[src/rtl/cgra_cfg_pkg.sv]
// Shared types and constants for the CGRA config streamer.
// The CRC helper is only used when CGRA_CFG_CRC_EN is defined.
package cgra_cfg_pkg;

    typedef enum logic [1:0] {
        IDLE,
        SHIFT,
        DONE
    } state_e;

    localparam logic [15:0] CRC16_POLY = 16'h1021;
    localparam logic [15:0] CRC16_INIT = 16'hFFFF;

    // Keeps address ports at least one bit wide when CHAIN_LEN is 1.
    function automatic int addr_w(input int len);
        return (len > 1) ? $clog2(len) : 1;
    endfunction

    function automatic logic [15:0] crc16_bit(
        input logic [15:0] c,
        input logic        b
    );
        logic fb;
        fb = c[15] ^ b;
        return {c[14:0], 1'b0} ^ (fb ? CRC16_POLY : 16'h0000);
    endfunction

endpackage

[src/rtl/cgra_config_streamer_if.sv]
// Host-side load/stream bundle for cgra_config_streamer.
// Carries crc_out only when CGRA_CFG_CRC_EN is defined.
interface cgra_config_streamer_if
    import cgra_cfg_pkg::*;
#(
    parameter int NUM_CHAINS = 2,
    parameter int CHAIN_LEN  = 285
);
    localparam int ADDR_W = addr_w(CHAIN_LEN);

    logic                  ld_valid;
    logic                  ld_ready;
    logic [ADDR_W-1:0]     ld_addr;
    logic [NUM_CHAINS-1:0] ld_data;
    logic                  start;
    logic                  enable;
    logic [NUM_CHAINS-1:0] bitstream;
    logic                  cfg_shift_en;
    logic                  busy;
    logic                  done;
`ifdef CGRA_CFG_CRC_EN
    logic [15:0]           crc_out;

    modport master (
        output ld_valid, ld_addr, ld_data, start, enable,
        input  ld_ready, bitstream, cfg_shift_en, busy, done,
        input  crc_out
    );
    modport slave (
        input  ld_valid, ld_addr, ld_data, start, enable,
        output ld_ready, bitstream, cfg_shift_en, busy, done,
        output crc_out
    );
`else
    modport master (
        output ld_valid, ld_addr, ld_data, start, enable,
        input  ld_ready, bitstream, cfg_shift_en, busy, done
    );
    modport slave (
        input  ld_valid, ld_addr, ld_data, start, enable,
        output ld_ready, bitstream, cfg_shift_en, busy, done
    );
`endif
endinterface

[src/rtl/cgra_cfg_column_store.sv]
// Column store: one write port, one registered read port.
// The read register doubles as the bitstream output register.
module cgra_cfg_column_store #(
    parameter int NUM_CHAINS = 2,
    parameter int CHAIN_LEN  = 285,
    parameter int ADDR_W     = 9
) (
    input  logic                  clk,
    input  logic                  we_i,
    input  logic [ADDR_W-1:0]     wr_addr_i,
    input  logic [NUM_CHAINS-1:0] wr_data_i,
    input  logic                  rd_en_i,
    input  logic                  rd_clr_i,
    input  logic [ADDR_W-1:0]     rd_addr_i,
    output logic [NUM_CHAINS-1:0] rd_data_o
);
    logic [NUM_CHAINS-1:0] mem_q [CHAIN_LEN];
    logic [NUM_CHAINS-1:0] rd_data_q;

    // No reset on the array: contents must survive a mid-stream abort.
    always_ff @(posedge clk) begin
        if (we_i) begin
            mem_q[wr_addr_i] <= wr_data_i;
        end
    end

    always_ff @(posedge clk) begin
        if (rd_clr_i) begin
            rd_data_q <= '0;
        end else if (rd_en_i) begin
            rd_data_q <= mem_q[rd_addr_i];
        end
    end

    assign rd_data_o = rd_data_q;

endmodule

[src/rtl/cgra_config_streamer.sv]
// Streams a host-loaded column image into NUM_CHAINS config scan chains.
// Define CGRA_CFG_CRC_EN to add a CRC-16-CCITT of the shifted image on crc_out.
module cgra_config_streamer
    import cgra_cfg_pkg::*;
#(
    parameter int NUM_CHAINS = 2,
    parameter int CHAIN_LEN  = 285
) (
    input  logic                   clock,
    input  logic                   sync_reset,
    cgra_config_streamer_if.slave  bus
);
    localparam int ADDR_W = addr_w(CHAIN_LEN);
    localparam logic [ADDR_W:0] LAST = (ADDR_W+1)'(CHAIN_LEN - 1);
    localparam logic [ADDR_W:0] LEN  = (ADDR_W+1)'(CHAIN_LEN);
    localparam logic [ADDR_W:0] ONE  = (ADDR_W+1)'(1);

    state_e          state_q;
    logic [ADDR_W:0] pos_q;
    logic            shift_en_q;
    logic            busy_q;
    logic            done_q;
    logic            we;
    logic            rd_en;
    logic            rd_clr;

    assign bus.ld_ready = (state_q != SHIFT);
    assign we     = bus.ld_valid && bus.ld_ready
                 && ({1'b0, bus.ld_addr} < LEN);
    assign rd_en  = (state_q == SHIFT) && bus.enable;
    assign rd_clr = sync_reset || (state_q != SHIFT);

    cgra_cfg_column_store #(
        .NUM_CHAINS (NUM_CHAINS),
        .CHAIN_LEN  (CHAIN_LEN),
        .ADDR_W     (ADDR_W)
    ) u_store (
        .clk       (clock),
        .we_i      (we),
        .wr_addr_i (bus.ld_addr),
        .wr_data_i (bus.ld_data),
        .rd_en_i   (rd_en),
        .rd_clr_i  (rd_clr),
        .rd_addr_i (pos_q[ADDR_W-1:0]),
        .rd_data_o (bus.bitstream)
    );

    always_ff @(posedge clock) begin
        if (sync_reset) begin
            state_q    <= IDLE;
            pos_q      <= '0;
            shift_en_q <= 1'b0;
            busy_q     <= 1'b0;
            done_q     <= 1'b0;
        end else begin
            shift_en_q <= 1'b0;
            unique case (state_q)
                IDLE, DONE: begin
                    if (bus.start) begin
                        state_q <= SHIFT;
                        pos_q   <= '0;
                        busy_q  <= 1'b1;
                        done_q  <= 1'b0;
                    end
                end
                SHIFT: begin
                    if (bus.enable) begin
                        shift_en_q <= 1'b1;
                        pos_q      <= pos_q + ONE;
                        if (pos_q == LAST) begin
                            state_q <= DONE;
                            busy_q  <= 1'b0;
                            done_q  <= 1'b1;
                        end
                    end
                end
                default: state_q <= IDLE;
            endcase
        end
    end

    assign bus.cfg_shift_en = shift_en_q;
    assign bus.busy         = busy_q;
    assign bus.done         = done_q;

`ifdef CGRA_CFG_CRC_EN
    logic [15:0] crc_q;
    logic [15:0] crc_d;
    logic        crc_init;

    assign crc_init = sync_reset
                   || (bus.start && state_q != SHIFT);

    // Folds in the column on the chains this cycle, so the last column
    // is already included when done first rises.
    always_comb begin
        crc_d = crc_q;
        if (shift_en_q) begin
            for (int i = 0; i < NUM_CHAINS; i++) begin
                crc_d = crc16_bit(crc_d, bus.bitstream[i]);
            end
        end
    end

    always_ff @(posedge clock) begin
        if (crc_init) begin
            crc_q <= CRC16_INIT;
        end else begin
            crc_q <= crc_d;
        end
    end

    assign bus.crc_out = crc_d;
`endif

endmodule

[src/flat_wrapper.sv]
// flat-port wrapper written by rule: the top's interface ports become plain ports
module cgra_config_streamer_flat import cgra_cfg_pkg::*;
#(
    parameter int NUM_CHAINS = 2,
    parameter int CHAIN_LEN  = 285
)
  (clock, sync_reset, bus_ld_valid, bus_ld_addr, bus_ld_data, bus_start, bus_enable, bus_ld_ready, bus_bitstream, bus_cfg_shift_en, bus_busy, bus_done);
  cgra_config_streamer_if #(.NUM_CHAINS(NUM_CHAINS), .CHAIN_LEN(CHAIN_LEN)) bus_i ();
  input  logic clock;
  input  logic sync_reset;
  input wire logic [$bits(bus_i.ld_valid)-1:0] bus_ld_valid;
  input wire logic [$bits(bus_i.ld_addr)-1:0] bus_ld_addr;
  input wire logic [$bits(bus_i.ld_data)-1:0] bus_ld_data;
  input wire logic [$bits(bus_i.start)-1:0] bus_start;
  input wire logic [$bits(bus_i.enable)-1:0] bus_enable;
  output wire logic [$bits(bus_i.ld_ready)-1:0] bus_ld_ready;
  output wire logic [$bits(bus_i.bitstream)-1:0] bus_bitstream;
  output wire logic [$bits(bus_i.cfg_shift_en)-1:0] bus_cfg_shift_en;
  output wire logic [$bits(bus_i.busy)-1:0] bus_busy;
  output wire logic [$bits(bus_i.done)-1:0] bus_done;
  assign bus_i.ld_valid = bus_ld_valid;
  assign bus_i.ld_addr = bus_ld_addr;
  assign bus_i.ld_data = bus_ld_data;
  assign bus_i.start = bus_start;
  assign bus_i.enable = bus_enable;
  assign bus_ld_ready = bus_i.ld_ready;
  assign bus_bitstream = bus_i.bitstream;
  assign bus_cfg_shift_en = bus_i.cfg_shift_en;
  assign bus_busy = bus_i.busy;
  assign bus_done = bus_i.done;
  cgra_config_streamer #(.NUM_CHAINS(NUM_CHAINS), .CHAIN_LEN(CHAIN_LEN)) u_core (.clock(clock), .sync_reset(sync_reset), .bus(bus_i));
endmodule
[config.mk]
export PLATFORM = sky130hd
export DESIGN_NAME = cgra_config_streamer_flat
export DESIGN_NICKNAME = d
export VERILOG_FILES = /design/src/rtl/cgra_cfg_pkg.sv /design/src/rtl/cgra_config_streamer_if.sv /design/src/rtl/cgra_cfg_column_store.sv /design/src/rtl/cgra_config_streamer.sv /design/src/flat_wrapper.sv
export SDC_FILE = /design/constraint.sdc
export NUM_CORES = 1
export LEC_CHECK = 0
export BUFFER_PORTS_ARGS = -buffer_cell sky130_fd_sc_hd__buf_2
export CAP_MARGIN = 20
export CORE_MARGIN = 5
export CORE_UTILIZATION = 60
export DETAILED_ROUTE_END_ITERATION = 12
export PLACE_DENSITY_LB_ADDON = 0.05
export SYNTH_ARGS = -nofsm -noshare
export SYNTH_HDL_FRONTEND = slang
export SYNTH_HIERARCHICAL = 1
export SYNTH_SLANG_ARGS = --single-unit
[constraint.sdc]
create_clock -name clock -period 4.4 [get_ports clock]
set_input_delay 0.44 -clock clock [delete_from_list [all_inputs] [get_ports clock]]
set_output_delay 0.44 -clock clock [all_outputs]
set_load 0.005 [all_outputs]
-- Word-level counts from Yosys, hierarchy flattened
Memory sizes are Yosys's and may differ from the RTL's. A register that Yosys moved wholly into a read port is not among the register bits.
Cells that the tools add are included.
- flip-flop bits (word level): 15
- memory bits (writable): 570
- input port bits: 16
- output and inout port bits: 6
- logic and storage cells: 45
- memories kept: 1
- $add $sub $neg: 1
- order comparisons: 1
- equality and inequality tests: 7
- mux-type cells: 18
- bitwise logic cells: 1
- reductions and logical operators: 11
- memory list (memory ; words ; bits a word ; rd ports ; clocked after Yosys merged registers in ; wr ports ; line ; source):
    u_core.u_store.mem_q ; 285 ; 2 ; 1 ; 1 ; 1 ; cgra_cfg_column_store.sv:17 ; logic [NUM_CHAINS-1:0] mem_q [CHAIN_LEN];
- operator list (kind ; number):
    2-to-1 mux 10 bit ; 2
    one-hot mux 10 bit (2 select lines) ; 1
    adder 10 x 1 -> 10 bit (second input constant) ; 1
    equality test 10 x 9 -> 1 bit (second input constant) ; 1
    < comparator 9 bit (second input constant) ; 1
    2-to-1 mux 1 bit ; 9
    2-to-1 mux 2 bit ; 3
    != test 2 bit (second input constant) ; 3
    AND reduction 3 bit ; 2
    one-hot mux 1 bit (2 select lines) ; 2
    one-hot mux 2 bit (2 select lines) ; 1
    AND reduction 4 bit ; 1
    OR reduction 2 bit ; 2
    logical AND 1 bit ; 3
    equality test 2 x 1 -> 1 bit (second input constant) ; 1
    equality test 2 bit (second input constant) ; 1
    zero test 2 bit ; 1
    != test 2 x 1 -> 1 bit (second input constant) ; 1
    nonzero test 2 bit ; 1
    logical OR 1 bit ; 1
    NOT 1 bit ; 1

-- Longest topological paths before layout
- word-level depth: 5
- mapped depth: 12
- mapped depth without buffers: 7

-- Modules after synthesis
The synthesis kept the hierarchy.
- by module, submodules not included (module ; instances ; cells each ; area an instance (um^2) ; seq. area each (um^2)):
    cgra_cfg_column_store ; 1 ; 1370 ; 23611.4 ; 17156.5
    cgra_config_streamer ; 1 ; 87 ; 753.2 ; 300.3

-- Worst setup path after synthesis
No wires, ideal clock.
- kind: register to register
- from: register u_core.pos_q[0]
- to: register u_core.u_store.rd_data_q[0], in the netlist u_core/u_store/rd_data_o[0], read port of u_core.u_store.mem_q
- library setup time: 0.126 ns
- arrival time: 2.248 ns
- required time: 4.274 ns
- slack: 2.027 ns
- stages on the path, launching flop included: 10
- path buffers: 3
- clock period less this slack: 2.373 ns
- cells stage by stage: dfxtp_1 -> buf_6 -> buf_6 -> buf_4 -> mux4_2 -> mux4_2 -> nand2_1 -> nand2_1 -> a31oi_1 -> o32ai_1
- RTL lines (element ; line ; source):
    start, declared ; cgra_config_streamer.sv:19 ; logic [ADDR_W:0] pos_q;
    start signal, assigned ; cgra_config_streamer.sv:69 ; pos_q <= pos_q + ONE;
    end, declared ; cgra_cfg_column_store.sv:18 ; logic [NUM_CHAINS-1:0] rd_data_q;

==> results.ini <==
[grt]
grt_use_met3_pct=6.21
antenna_found_initial=0
met1_usage_pct=37.4
busiest_layer=met2
grt-ovfl-total=0
grt_pass1_wl_mm=85.0
met2_usage_pct=41.0
gr-usage-all-layers_pct=26.1
grt_max_degree=155
grt_pass1_vias=13300

[routing]
vias_per_cell=6.50
routed_wl_mm=58.0
wl_per_cell_microns=28.4
first_pass_iters=5
drt-initial-drc-count=1539
drc=0
ant_nets=0
routed-via-count=13300

[setup_path]
crit_required_ps=4900
cp_max_fo=22
end_kind=register
crit_type=register to register
start_kind=register
worstPathArrival_ps=3730

[final_layout]
drive_above_1_share_pct=17.0
fillers=2711
area_growth_pct=9.34
layout.nets=1498
multiInputGateArea_sq_um=6340
seqCellArea_sq_um=17500
finalCoreUtilization_pct=66.7
fin_area_sq_um=26600
diodes=0

[logic_synthesis]
synth_cell_types=58
synthArstFlopShare_pct=0
synthFlopType=edfxtp_1
synth_area_sq_um=24400
synthTopCellsByArea=edfxtp_1 70%, mux4_2 9.6%, nor2_1 4.9%, mux2i_1 2.2%, mux4_1 2.2%
synth_edf_count=570
yosysMostFrequentCell=edfxtp_1
yosysTopAreaCell=edfxtp_1
yosysWarnings=6
yosysSeqAreaShare_pct=71.6
ys_ff_latch=587
syn_inst=1457
synth_top_cell_area_share_pct=70.3
synth_nets=1475
syn_avg_cell_area_sq_um=16.7
synthTopCellsByCount=570 x edfxtp_1, 319 x nor2_1, 104 x mux4_2

[sta]
hold_viol=0
layout_min_cycle_time_ps=3220
slew_violations=0
fin_setup_tns_ps=0
relSlewSlack_pct=26.7
tightest_slew_ps=1100
max_freq_ghz=0.310
setup_violations=0
fin_worst_skew_ps=22.9
post-route-period-util_pct=73.3
grt_setup_unrepaired=no

[die]
die-area_sq_um=44700
row_count=73
pin_count=22
core_area_sq_um=39900
die_w_microns=212
initial_core_util_pct=61.0
fp.dieH_microns=212

[outcome]
status=complete, no violations

[cts]
numClockSinks=587
cts_hold_buf=0
post_cts_resized=0
cts_buffers=57
cts_tree=yes
cts_root_buffer=clkbuf_16
cts_setup_buffers=0
cts_htree_levels=2
path_clk_slew_ps=60
clockBufferDepth=3
clk_latency_ps=620

[place]
dpl_cell_area_sq_um=24900
io_buffers=21
dp_hpwl_mm=34.6
gp_congestion=0.842

[pwr]
p_switching_uw=2200
power.share.clock_pct=41.2
p_seq_share_pct=55.9
p_leak_uw=0.00796
switching_share_pct=20.0
p_int_uw=8790
ir_drop_mv=0.339
power_density_nw_per_um2=412
p_comb_share_pct=2.9

[flow_run]
cap_viol_max_count=0

[worst_hold_path]
hold_class=input pin to register

[placed cells by master (no fill, tap or decap), types with 5 or more instances in the layout]
| master | count |
|---|---|
| edfxtp_1 | 570 |
| nor2_1 | 319 |
| mux4_2 | 104 |
| clkbuf_16 | 57 |
| nand2_1 | 57 |
| mux2i_1 | 53 |
| buf_4 | 32 |
| clkbuf_1 | 22 |
| mux4_1 | 20 |
| buf_2 | 19 |
| nand3_1 | 19 |
| a21oi_1 | 17 |
| o22ai_1 | 17 |
| o221ai_1 | 14 |
| a211oi_1 | 13 |
| dfxtp_1 | 13 |
| mux2_2 | 12 |
| inv_1 | 10 |
| clkinv_1 | 9 |
| clkinv_2 | 9 |
| nor2b_1 | 9 |
| o21ai_0 | 8 |
| nand2b_1 | 7 |
| nor4_1 | 7 |
| nor3_1 | 6 |
| a31oi_1 | 6 |
| o211ai_1 | 6 |
| nand4_1 | 5 |
| a22oi_1 | 5 |
[power by group through the flow]
stage,Clock (uW),Combinational (uW),Sequential (uW)
after floorplan,0,175,6250
after global placement,0,315,6260
after detailed placement,0,316,6260
after CTS,4590,317,6140
after global routing,4850,337,6140
final,4530,316,6140
[sequential cells by signal (all words and copies together) (netlist names)]
name / count
u_core/pos_q: 10
u_core/state_q: 2
u_core/bus.busy: 1
u_core/u_store/mem_q: 570
u_core/u_store/rd_data_o: 2
u_core/bus.done: 1
u_core/bus.cfg_shift_en: 1
[cell type report]
type                            instances  area share [%]
Clock inverter                         22           0.686
Clock buffer                           79            5.66
Multi-Input combinational cell        766            23.8
Tap cell                              525            2.47
Inverter                               11           0.155
Sequential cell                       587            65.6
Timing Repair Buffer                   57            1.64
[path summary, 6_finish.rpt]
| kind | startpoint | end | slack, ps | cells past startpoint |
|---|---|---|---|---|
| setup / recovery | u_core/pos_q[0]$_SDFFE_PP0P_ | u_core/u_store/rd_data_o[0]$_SDFFE_PP0P_ | 1180 | 9 |
| hold / removal | sync_reset | u_core/pos_q[1]$_SDFFE_PP0P_ | 90 | 2 |
| setup reg to reg | u_core/pos_q[0]$_SDFFE_PP0P_ | u_core/u_store/rd_data_o[0]$_SDFFE_PP0P_ | 1180 | 9 |
| hold reg to reg | u_core/bus.done$_SDFFE_PP0P_ | u_core/bus.done$_SDFFE_PP0P_ | 500 | 2 |
[logic make-up (layout without fill, tap and decap cells)]
logic type	Yosys count	count (layout)	synth area share [%]
DFF	587	587	71.6
AOI/OAI and AO/OA	111	111	3.24
buffers and inverters	104	169	2.37
xor gates and xnor gates	7	7	0.252
and+or+nand+nor	457	457	7.89
adders and majority gates	2	2	0.103
muxes	189	189	14.5
[layer usage]
| layer | wire length [microns] | vias up |
|---|---|---|
| li1 | - | 5738 |
| met1 | 23500 | 6864 |
| met2 | 27600 | 587 |
| met3 | 5260 | 110 |
| met4 | 1640 | 0 |
| met5 | 0 | - |
[metrics by stage]
stage,hold WS [ps],power (uW),setup slack (ps),std cells
6_report,94.8,11000,1180,2047
3_5_place_dp,493,6580,1210,1946
4_1_cts,73.3,11000,1150,2047
3_3_place_gp,475,6570,1240,1946
5_1_grt,90.7,11300,857,2047
2_1_floorplan,469,6430,2030,1457
[critical path, stage by stage (launching register included)]
cell	delay (ps)
dfxtp_4	660
buf_4	420
mux4_1	360
nand2_1	60
and3_1	180
a2111oi_0	460
buf_4	220
a211oi_1	40
or3_1	410
o32ai_1	290
No activity file was read; power rests on OpenSTA's default activity.
